[src/rtl/fp_mul_status_monitor.sv]
// Purpose: run-time checker for the FP multiplier status/result port: retimes operand exponents, checks every result, keeps error bookkeeping.
// Latency: operands retimed LATENCY cycles to meet pz/pstatus; failure outputs are registered and update on the evaluation edge.
// Backpressure: none; accepts operands and results every cycle and never stalls the multiplier.
module fp_mul_status_monitor #(
    parameter int EXP_W   = 8,
    parameter int MAN_W   = 23,
    parameter int LATENCY = 2,
    parameter int CNT_W   = 16
) (
    input  logic                   pclk,
    input  logic                   prst_n,      // active-high synchronous reset despite the name
    input  logic                   in_valid,
    input  logic [EXP_W+MAN_W:0]   pa,
    input  logic [EXP_W+MAN_W:0]   pb,
    input  logic                   out_valid,
    input  logic [EXP_W+MAN_W:0]   pz,
    input  logic [7:0]             pstatus,
    input  logic                   clear,
    input  logic [7:0]             chk_mask,
    output logic [7:0]             fail_pulse,
    output logic [7:0]             sticky,
    output logic [8*CNT_W-1:0]     fail_cnt,
    output logic                   first_valid,
    output logic [2:0]             first_id,
    output logic [31:0]            first_time,
    output logic                   irq
);

    localparam int W = 1 + EXP_W + MAN_W;

    // Exponent/magnitude constants used by the status checks.
    localparam logic [EXP_W-1:0]       E_ZERO = '0;
    localparam logic [EXP_W-1:0]       E_ONES = '1;
    localparam logic [EXP_W-1:0]       E_MAXN = E_ONES - EXP_W'(1);
    localparam logic [W-2:0]           MAXN   = {E_MAXN, {MAN_W{1'b1}}};
    localparam logic [W-2:0]           MINN   = {EXP_W'(1), {MAN_W{1'b0}}};
    localparam logic [CNT_W-1:0]       CNT_MAX = '1;

    // ------------------------------------------------------------------
    // Operand delay line. Only the exponents of a/b feed any check, so
    // only those travel down the line; sign and mantissa are dropped here.
    // ------------------------------------------------------------------
    logic [LATENCY-1:0]  dv_q;
    logic [EXP_W-1:0]    ea_q [LATENCY];
    logic [EXP_W-1:0]    eb_q [LATENCY];

    // Valid bits of the delay line; reset flushes everything in flight.
    always_ff @(posedge pclk) begin
        if (prst_n) begin
            dv_q <= '0;
        end else begin
            dv_q[0] <= in_valid;
            for (int i = 1; i < LATENCY; i++) begin
                dv_q[i] <= dv_q[i-1];
            end
        end
    end

    // Exponent payload of the delay line; qualified by dv_q so no reset needed.
    always_ff @(posedge pclk) begin
        ea_q[0] <= pa[W-2:MAN_W];
        eb_q[0] <= pb[W-2:MAN_W];
        for (int i = 1; i < LATENCY; i++) begin
            ea_q[i] <= ea_q[i-1];
            eb_q[i] <= eb_q[i-1];
        end
    end

    logic             dv;
    logic [EXP_W-1:0] e_a;
    logic [EXP_W-1:0] e_b;
    logic [EXP_W-1:0] e_z;

    assign dv  = dv_q[LATENCY-1];
    assign e_a = ea_q[LATENCY-1];
    assign e_b = eb_q[LATENCY-1];
    assign e_z = pz[W-2:MAN_W];

    // Bits that no check looks at: signs, operand mantissas, pstatus[5].
    logic unused_bits;
    assign unused_bits = ^{pa[W-1], pa[MAN_W-1:0], pb[W-1], pb[MAN_W-1:0], pz[W-1], pstatus[5]};

    // ------------------------------------------------------------------
    // Check evaluation
    // ------------------------------------------------------------------
    logic [7:0] raw_fail;
    logic [7:0] fail_d;

    // Raw check results, before valid qualification and masking.
    always_comb begin
        raw_fail    = '0;
        raw_fail[0] = pstatus[0] && (e_z != E_ZERO);
        raw_fail[1] = pstatus[1] && (e_z != E_ONES);
        raw_fail[2] = pstatus[2] &&
                      !(((e_a == E_ZERO) && (e_b == E_ONES)) ||
                        ((e_a == E_ONES) && (e_b == E_ZERO)));
        raw_fail[3] = pstatus[3] && !((e_z == E_ZERO) || (pz[W-2:0] == MINN));
        raw_fail[4] = pstatus[4] && !((e_z == E_ONES) || (pz[W-2:0] == MAXN));
        raw_fail[5] = (pstatus[0] && pstatus[1]) || (pstatus[2] && pstatus[0]);
        raw_fail[6] = |pstatus[7:6];
        // Protocol: result valid must track the retimed operand valid every cycle.
        raw_fail[7] = (out_valid != dv);
    end

    // Status checks only count on valid results; the protocol check always counts.
    always_comb begin
        fail_d      = '0;
        fail_d[6:0] = out_valid ? (raw_fail[6:0] & chk_mask[6:0]) : 7'd0;
        fail_d[7]   = raw_fail[7] & chk_mask[7];
    end

    // Lowest-numbered failing check, for the first-failure record.
    logic [2:0] low_idx;
    always_comb begin
        low_idx = '0;
        for (int k = 7; k >= 0; k--) begin
            if (fail_d[k]) begin
                low_idx = 3'(k);
            end
        end
    end

    // ------------------------------------------------------------------
    // Bookkeeping state
    // ------------------------------------------------------------------
    logic [7:0]       fail_pulse_q;
    logic             irq_q;
    logic [7:0]       sticky_q,      sticky_d;
    logic [CNT_W-1:0] cnt_q [8];
    logic [CNT_W-1:0] cnt_d [8];
    logic             first_valid_q, first_valid_d;
    logic [2:0]       first_id_q,    first_id_d;
    logic [31:0]      first_time_q,  first_time_d;
    logic [31:0]      cyc_q,         cyc_d;

    // Sticky flags: clear wins over failures arriving in the same cycle.
    always_comb begin
        sticky_d = clear ? 8'd0 : (sticky_q | fail_d);
    end

    // Saturating per-check counters; clear wins over a simultaneous increment.
    always_comb begin
        for (int k = 0; k < 8; k++) begin
            cnt_d[k] = cnt_q[k];
            if (clear) begin
                cnt_d[k] = '0;
            end else if (fail_d[k] && (cnt_q[k] != CNT_MAX)) begin
                cnt_d[k] = cnt_q[k] + CNT_W'(1);
            end
        end
    end

    // First-failure capture: latched once, only reopened by clear.
    always_comb begin
        first_valid_d = first_valid_q;
        first_id_d    = first_id_q;
        first_time_d  = first_time_q;
        if (clear) begin
            first_valid_d = 1'b0;
            first_id_d    = '0;
            first_time_d  = '0;
        end else if (!first_valid_q && (|fail_d)) begin
            first_valid_d = 1'b1;
            first_id_d    = low_idx;
            first_time_d  = cyc_q;
        end
    end

    // Free-running timestamp; wraps naturally and ignores clear.
    always_comb begin
        cyc_d = cyc_q + 32'd1;
    end

    // All bookkeeping registers; fail_pulse/irq report even when clear is active.
    always_ff @(posedge pclk) begin
        if (prst_n) begin
            fail_pulse_q  <= '0;
            irq_q         <= 1'b0;
            sticky_q      <= '0;
            first_valid_q <= 1'b0;
            first_id_q    <= '0;
            first_time_q  <= '0;
            cyc_q         <= '0;
            for (int k = 0; k < 8; k++) begin
                cnt_q[k] <= '0;
            end
        end else begin
            fail_pulse_q  <= fail_d;
            irq_q         <= |fail_d;
            sticky_q      <= sticky_d;
            first_valid_q <= first_valid_d;
            first_id_q    <= first_id_d;
            first_time_q  <= first_time_d;
            cyc_q         <= cyc_d;
            for (int k = 0; k < 8; k++) begin
                cnt_q[k] <= cnt_d[k];
            end
        end
    end

    // ------------------------------------------------------------------
    // Outputs
    // ------------------------------------------------------------------
    assign fail_pulse  = fail_pulse_q;
    assign irq         = irq_q;
    assign sticky      = sticky_q;
    assign first_valid = first_valid_q;
    assign first_id    = first_id_q;
    assign first_time  = first_time_q;

    for (genvar g = 0; g < 8; g++) begin : g_cnt_out
        assign fail_cnt[g*CNT_W +: CNT_W] = cnt_q[g];
    end

endmodule

[config.mk]
export PLATFORM = sky130hd
export DESIGN_NAME = fp_mul_status_monitor
export DESIGN_NICKNAME = d
export VERILOG_FILES = /design/src/rtl/fp_mul_status_monitor.sv
export SDC_FILE = /design/constraint.sdc
export NUM_CORES = 1
export LEC_CHECK = 0
export CORE_ASPECT_RATIO = 0.5
export CORE_MARGIN = 10
export CORE_UTILIZATION = 40
export CTS_CLUSTER_SIZE = 16
export DETAILED_ROUTE_END_ITERATION = 7
export GPL_TIMING_DRIVEN = 0
export PLACE_DENSITY = 0.72
export SKIP_CTS_REPAIR_TIMING = 1
export SYNTH_ARGS = -nofsm -noshare
export SYNTH_HDL_FRONTEND = slang
export SYNTH_SLANG_ARGS = --single-unit
[constraint.sdc]
create_clock -name pclk -period 2.4 [get_ports pclk]
set_input_delay 0.36 -clock pclk [delete_from_list [all_inputs] [get_ports pclk]]
set_output_delay 0.36 -clock pclk [all_outputs]
set_load 0.005 [all_outputs]
## After elaboration in Yosys (flattened, before gate mapping)

Memories as Yosys holds them, arrays and structs flattened.
Index checks and enable logic that the tools add are counted.

| word-level totals | value |
|---|---|
| memories kept | 3 |
| output and inout port bits | 181 |
| input port bits | 117 |
| word-level logic and storage cells | 115 |
| bits in registers | 87 |
| RAM bits | 160 |

Memory list:

| memory | depth | width | read ports | clocked after memory_dff | wr ports | RTL line | text |
|---|---|---|---|---|---|---|---|
| cnt_q | 8 | 16 | 8 | 0 | 8 | 129 | `logic [CNT_W-1:0] cnt_q [8];` |
| ea_q | 2 | 8 | 2 | 0 | 2 | 44 | `logic [EXP_W-1:0] ea_q [LATENCY];` |
| eb_q | 2 | 8 | 2 | 0 | 2 | 45 | `logic [EXP_W-1:0] eb_q [LATENCY];` |

| operators by class | value |
|---|---|
| reduce and logical (&&, ||, !) cells | 33 |
| add/subtract/negate cells | 9 |
| equal/unequal tests | 15 |
| mux-type cells | 36 |
| bitwise gates (word level) | 11 |

Operator list:

| operator | number |
|---|---|
| $mux W16 | 24 |
| $add A16 B1 Y16 const B | 8 |
| $ne A16 B16 Y1 const B | 8 |
| $add A32 B1 Y32 const B | 1 |
| $eq A31 B24 Y1 const B | 1 |
| $eq A31 B31 Y1 const B | 1 |
| $eq A8 B8 Y1 const B | 3 |
| $logic_not A8 Y1 | 3 |
| $mux W3 | 8 |
| $logic_and A1 B1 Y1 | 18 |
| $ne A8 B8 Y1 const B | 1 |
| $or A1 B1 Y1 | 8 |
| $or A8 B8 Y8 | 1 |
| $reduce_bool A8 Y1 | 1 |
| $reduce_or A8 Y1 | 1 |
| $and A7 B7 Y7 | 1 |
| $mux W7 | 1 |
| $logic_not A1 Y1 | 4 |
| $logic_or A1 B1 Y1 | 4 |
| $reduce_or A2 Y1 | 2 |
| $mux W1 | 3 |
| $and A1 B1 Y1 | 1 |
| $ne A1 B1 Y1 | 1 |

## Depth between registers and ports, before layout

| logic depth | value |
|---|---|
| word-level depth | 14 |
| gate-level depth with buffers | 9 |
| depth with buffers taken out | 7 |

## Least setup slack after synthesis

OpenSTA, ideal clock, no wires.

| timing path | value |
|---|---|
| path kind | input-to-reg |
| start point | input port pz[27] |
| end point | register first_time_q[23], in the netlist first_time[23] |
| buffers on the path | 1 |
| arrival | 2.421 ns |
| stages on the path | 8 |
| slack | -0.136 ns |
| path through | or4_4 or4_4 or3_4 a21oi_2 a31oi_4 buf_6 nand3_2 o21ai_2 |

| between the ends | value |
|---|---|
| word-level cells in the longest chain between the ends | 8 |

Ends and longest elaborated chain:

| item | RTL line | text |
|---|---|---|
| start, declared | 16 | `input logic [EXP_W+MAN_W:0] pz,` |
| $eq A31 B24 Y1 (tied with other cells) | 97 | `raw_fail[3] = pstatus[3] && !((e_z == E_ZERO) \|\| (pz[W-2:0] == MINN));` |
| $logic_or A1 B1 Y1 (on tied branches) | 97, 98 |  |
| $logic_not A1 Y1 (on tied branches) | 97, 98 |  |
| $logic_and A1 B1 Y1 (on tied branches) | 97, 98 |  |
| $and A7 B7 Y7 * | 108 | `fail_d[6:0] = out_valid ? (raw_fail[6:0] & chk_mask[6:0]) : 7'd0;` |
| $mux W7 * | 108 |  |
| $reduce_or A8 Y1 * | 162 | `end else if (!first_valid_q && (\|fail_d)) begin` |
| $logic_and A1 B1 Y1 * | 162 |  |
| end signal, assigned | 193 | `first_time_q <= first_time_d;` |
| end, declared | 133 | `logic [31:0] first_time_q, first_time_d;` |

Every way passes the cells marked *; elsewhere a longest branch is shown, timed or not.
A chain may end at the register's enable or synchronous reset.

## Worst setup path in the final report

| timing path | value |
|---|---|
| start point | input port pz[30] |
| end point | register first_id_q[1], in the netlist first_id[1] |

| between the ends | value |
|---|---|
| word-level cells in the longest chain between the ends | 11 |

Ends and longest elaborated chain:

| item | RTL line | text |
|---|---|---|
| $eq A31 B31 Y1 or $eq A8 B8 Y1 (tied branches) | 98 | `raw_fail[4] = pstatus[4] && !((e_z == E_ONES) \|\| (pz[W-2:0] == MAXN));` |
| $logic_or A1 B1 Y1 | 98 |  |
| $logic_not A1 Y1 | 98 |  |
| $logic_and A1 B1 Y1 | 98 |  |
| $and A7 B7 Y7 * | 108 |  |
| $mux W7 * | 108 |  |
| $mux W3 (5 in series) | 117 | `if (fail_d[k]) begin` |
| end signal, assigned | 192 | `first_id_q <= first_id_d;` |
| end, declared | 132 | `logic [2:0] first_id_q, first_id_d;` |

Marks and branches as above.

==> impl_metrics.yaml <==
clocking:
  cts_buffers: 23
  h-tree-depth: 1
  cts_root_buffer: "clkbuf_16"
  cts_tree: "done"
  clkSlewWorstSetupHoldPaths_ns: 0.07
  cts_buffer_depth: 3
  cts_sinks: 247
  clock_latency_ns: 0.53
logic_synthesis:
  syn-mean-instance-area_um2: 9.066
  synthAdderAreaFrac: 0.01100
  yosysSeqAreaShare: 0.4831
  synthXorXnorAreaFrac: 0.1001
  ys_seq_elements: 247
  yosys.area_share.simple: 0.2826
  syn_area_um2: 10240
  synth_top_family_by_area: "simple AND/OR/NAND/NOR gates"
  syn-num-nets: 1255
  synth-main-ff-cell: "dfxtp_1"
  synth_cells: 1129
  async_flop_share: 0
  synth_cell_types: 50
  synth-compound-area-share: 0.08874
  yosysWarnings: 0
  synth_edf_count: 0
  synth_mux_area_frac: 0.004889
global_routing:
  grt_use_total: 0.1844
  grt_pass1_vias: 8995
  grt_max_degree: 16
  grt_antenna_before_repair: 0
  grt_first_pass_wirelength_mm: 49.60
  grt_overflow: 0
finish:
  n_antenna_cell: 0
  area_growth_pct: 38.91
  fin_nets: 1540
  drive_gt1_frac: 0.1099
timing:
  fmax_mhz: 416.7
  worst_pin_slew_ns: 0.8004
  finalCritPeriodShare: 0.9998
  fin_skew_ns: 0.01220
  hold_slack_ns: 0.2568
  hold_viol_final: 0
  layout_min_cycle_time_ns: 2.400
  maxSlewViolCount: 0
  slew_headroom: 0.4664
  setup-violations-final: 0
  fin_ws_ns: 0.0004035
routing:
  drc_errors: 0
  first_pass_iters: 4
  viasPerCell: 5.211
  routed_wl_mm: 32.19
  wl_per_cell_um: 18.16
  initialDrtViolationCount: 571
  via_count: 9239
  ant_nets: 0
critical_path:
  cp.arrival_ns: 2.77
  worstSetupEndpointType: "flop"
  r2r_setup_slack_ns: 0.08
  path_max_fanout: 6
  cp-start-kind: "primary input"
  crit_type: "in2reg"
  cp.required_ns: 2.77
floorplanning:
  start_util: 0.4064
  rows: 41
  core_area_um2: 25190
  die_w_um: 246.2
  top_level_ports: 298
  die_h_um: 133.1
  die-area_um2: 32780
placed_design:
  dp_hpwl_mm: 23.90
  pre_cts_slack_ns: -1.120
  port-buffer-count: 246
  gp_congestion: 0.8897
min_path:
  hp-class: "in2reg"
pwr:
  p_per_area_nw_per_um2: 584.2
  ir_worst_vdd_mv: 0.4259
  p_leak_nw: 4.766
run:
  maxCapViolCount: 0
status:
  status: "complete, no violations"
[final timing paths]
path,start,endpoint,depth (start not counted)
max,pz[30],first_id[1],10
min,prst_n,cyc_q[1],2
max reg2reg,ea_q[0][8],first_id[1],9
min reg2reg,ea_q[0][7],ea_q[0][15],0
[worst max-delay path, stage by stage]
cell and delay [ns]:
buf_6 0.09, or4_4 0.55, or4_4 0.53, or3_4 0.43, a21oi_4 0.21, buf_6 0.13
and3_1 0.17, buf_6 0.12, a2111o_1 0.10, a21oi_1 0.07
[final cells by class]
cell class,instances,area [um2]
flip-flops and latches,247,4947
repair buffers,260,2641
well taps,344,430.4
multi-input cells,820,5172
inverters,17,63.81
fillers,2215,10970
clock inverters,8,53.80
plain buffers,45,260.3
clock buffers,32,649.4
[cell usage after synthesis, types with 8 or more instances]
library cell / count / share of area
and2_1: 9 / 0.0055
nor3_1: 21 / 0.010
nand3_1: 59 / 0.029
xnor2_1: 44 / 0.038
or3_1: 32 / 0.020
nor4_1: 18 / 0.011
nor2b_1: 10 / 0.0061
and4_1: 14 / 0.012
nand2_1: 101 / 0.037
xor2_1: 73 / 0.062
nand3_2: 28 / 0.027
nor2_1: 161 / 0.059
ha_1: 9 / 0.011
dfxtp_1: 247 / 0.48
clkbuf_1: 32 / 0.012
or4_1: 8 / 0.0059
nand4_1: 54 / 0.033
o21ai_2: 32 / 0.027
inv_1: 17 / 0.0062
a21oi_1: 40 / 0.020
o21ai_0: 32 / 0.016
and3_1: 26 / 0.016
buf_6: 8 / 0.0088
[sequential cells by signal (all words and copies together) (netlist names)]
name         count
eb_q            16
ea_q            16
first_valid      1
first_id         3
irq              1
dv_q             2
sticky           8
first_time      32
fail_pulse       8
cyc_q           32
cnt_q          128
[placed cells by master, fill, tap and decap left out, types with 4 or more instances in the layout]
cell             netlist  layout
a21oi_1               40      39
and2_1                 9       9
and3_1                26      26
and4_1                14      13
buf_4                  1       9
buf_6                  8       9
clkbuf_1              32      32
clkbuf_16              0      26
clkbuf_2               0       4
clkbuf_8               0       4
clkdlybuf4s50_1        0     242
clkinv_2               0       5
dfxtp_1              247     245
ha_1                   9       9
inv_1                 17      17
mux2i_1                5       5
nand2_1              101     100
nand3_1               59      58
nand3_2               28      28
nand4_1               54      54
nor2_1               161     160
nor2b_1               10      10
nor3_1                21      18
nor4_1                18      16
o21a_1                 4       4
o21ai_0               32      31
o21ai_1                3       4
o21ai_2               32      32
or3_1                 32      32
or4_1                  8       6
or4_4                  2       4
xnor2_1               44      44
xor2_1                73      72
[through the flow]
stage,setup TNS [ns],power [mW],cell area (um2),cells,util
floorplan,-1.793,4.527,10240,1129,-
global placement,-82.89,4.780,13140,1719,0.5215
detailed placement,-90.08,4.791,13140,1719,0.5215
CTS,-19.49,8.279,13840,1759,0.5495
global route,-0.06000,8.611,14220,1773,0.5645
finish,0,8.307,14220,1773,0.5645
[routing by layer]
layer / up-vias / wire, um / global-route usage
li1: 4529 / - / -
met1: 4477 / 12960 / 0.2114
met2: 176 / 17000 / 0.3418
met3: 57 / 1186 / 0.03113
met4: 0 / 1039 / 0.05830
met5: - / 0 / 0
[power by group]
group	switching [mW]	total (mW)	leakage, nW	internal [mW]
clock	1.59	3.50	0.352	1.90
combinational	0.340	0.633	2.41	0.293
sequential	0.0266	4.18	2.01	4.15
total	1.96	8.31	4.77	6.35
[cell families (layout without fill, tap and decap cells)]
group,count (synthesis),in the layout
xor gates and xnor gates,117,117
DFF,247,247
and+or+nand+nor,554,554
buffers and inverters,63,362
adders and majority gates,9,9
muxes,5,5
AOI/OAI and AO/OA,134,135
Note: power is estimated with default switching activity, not from simulation.
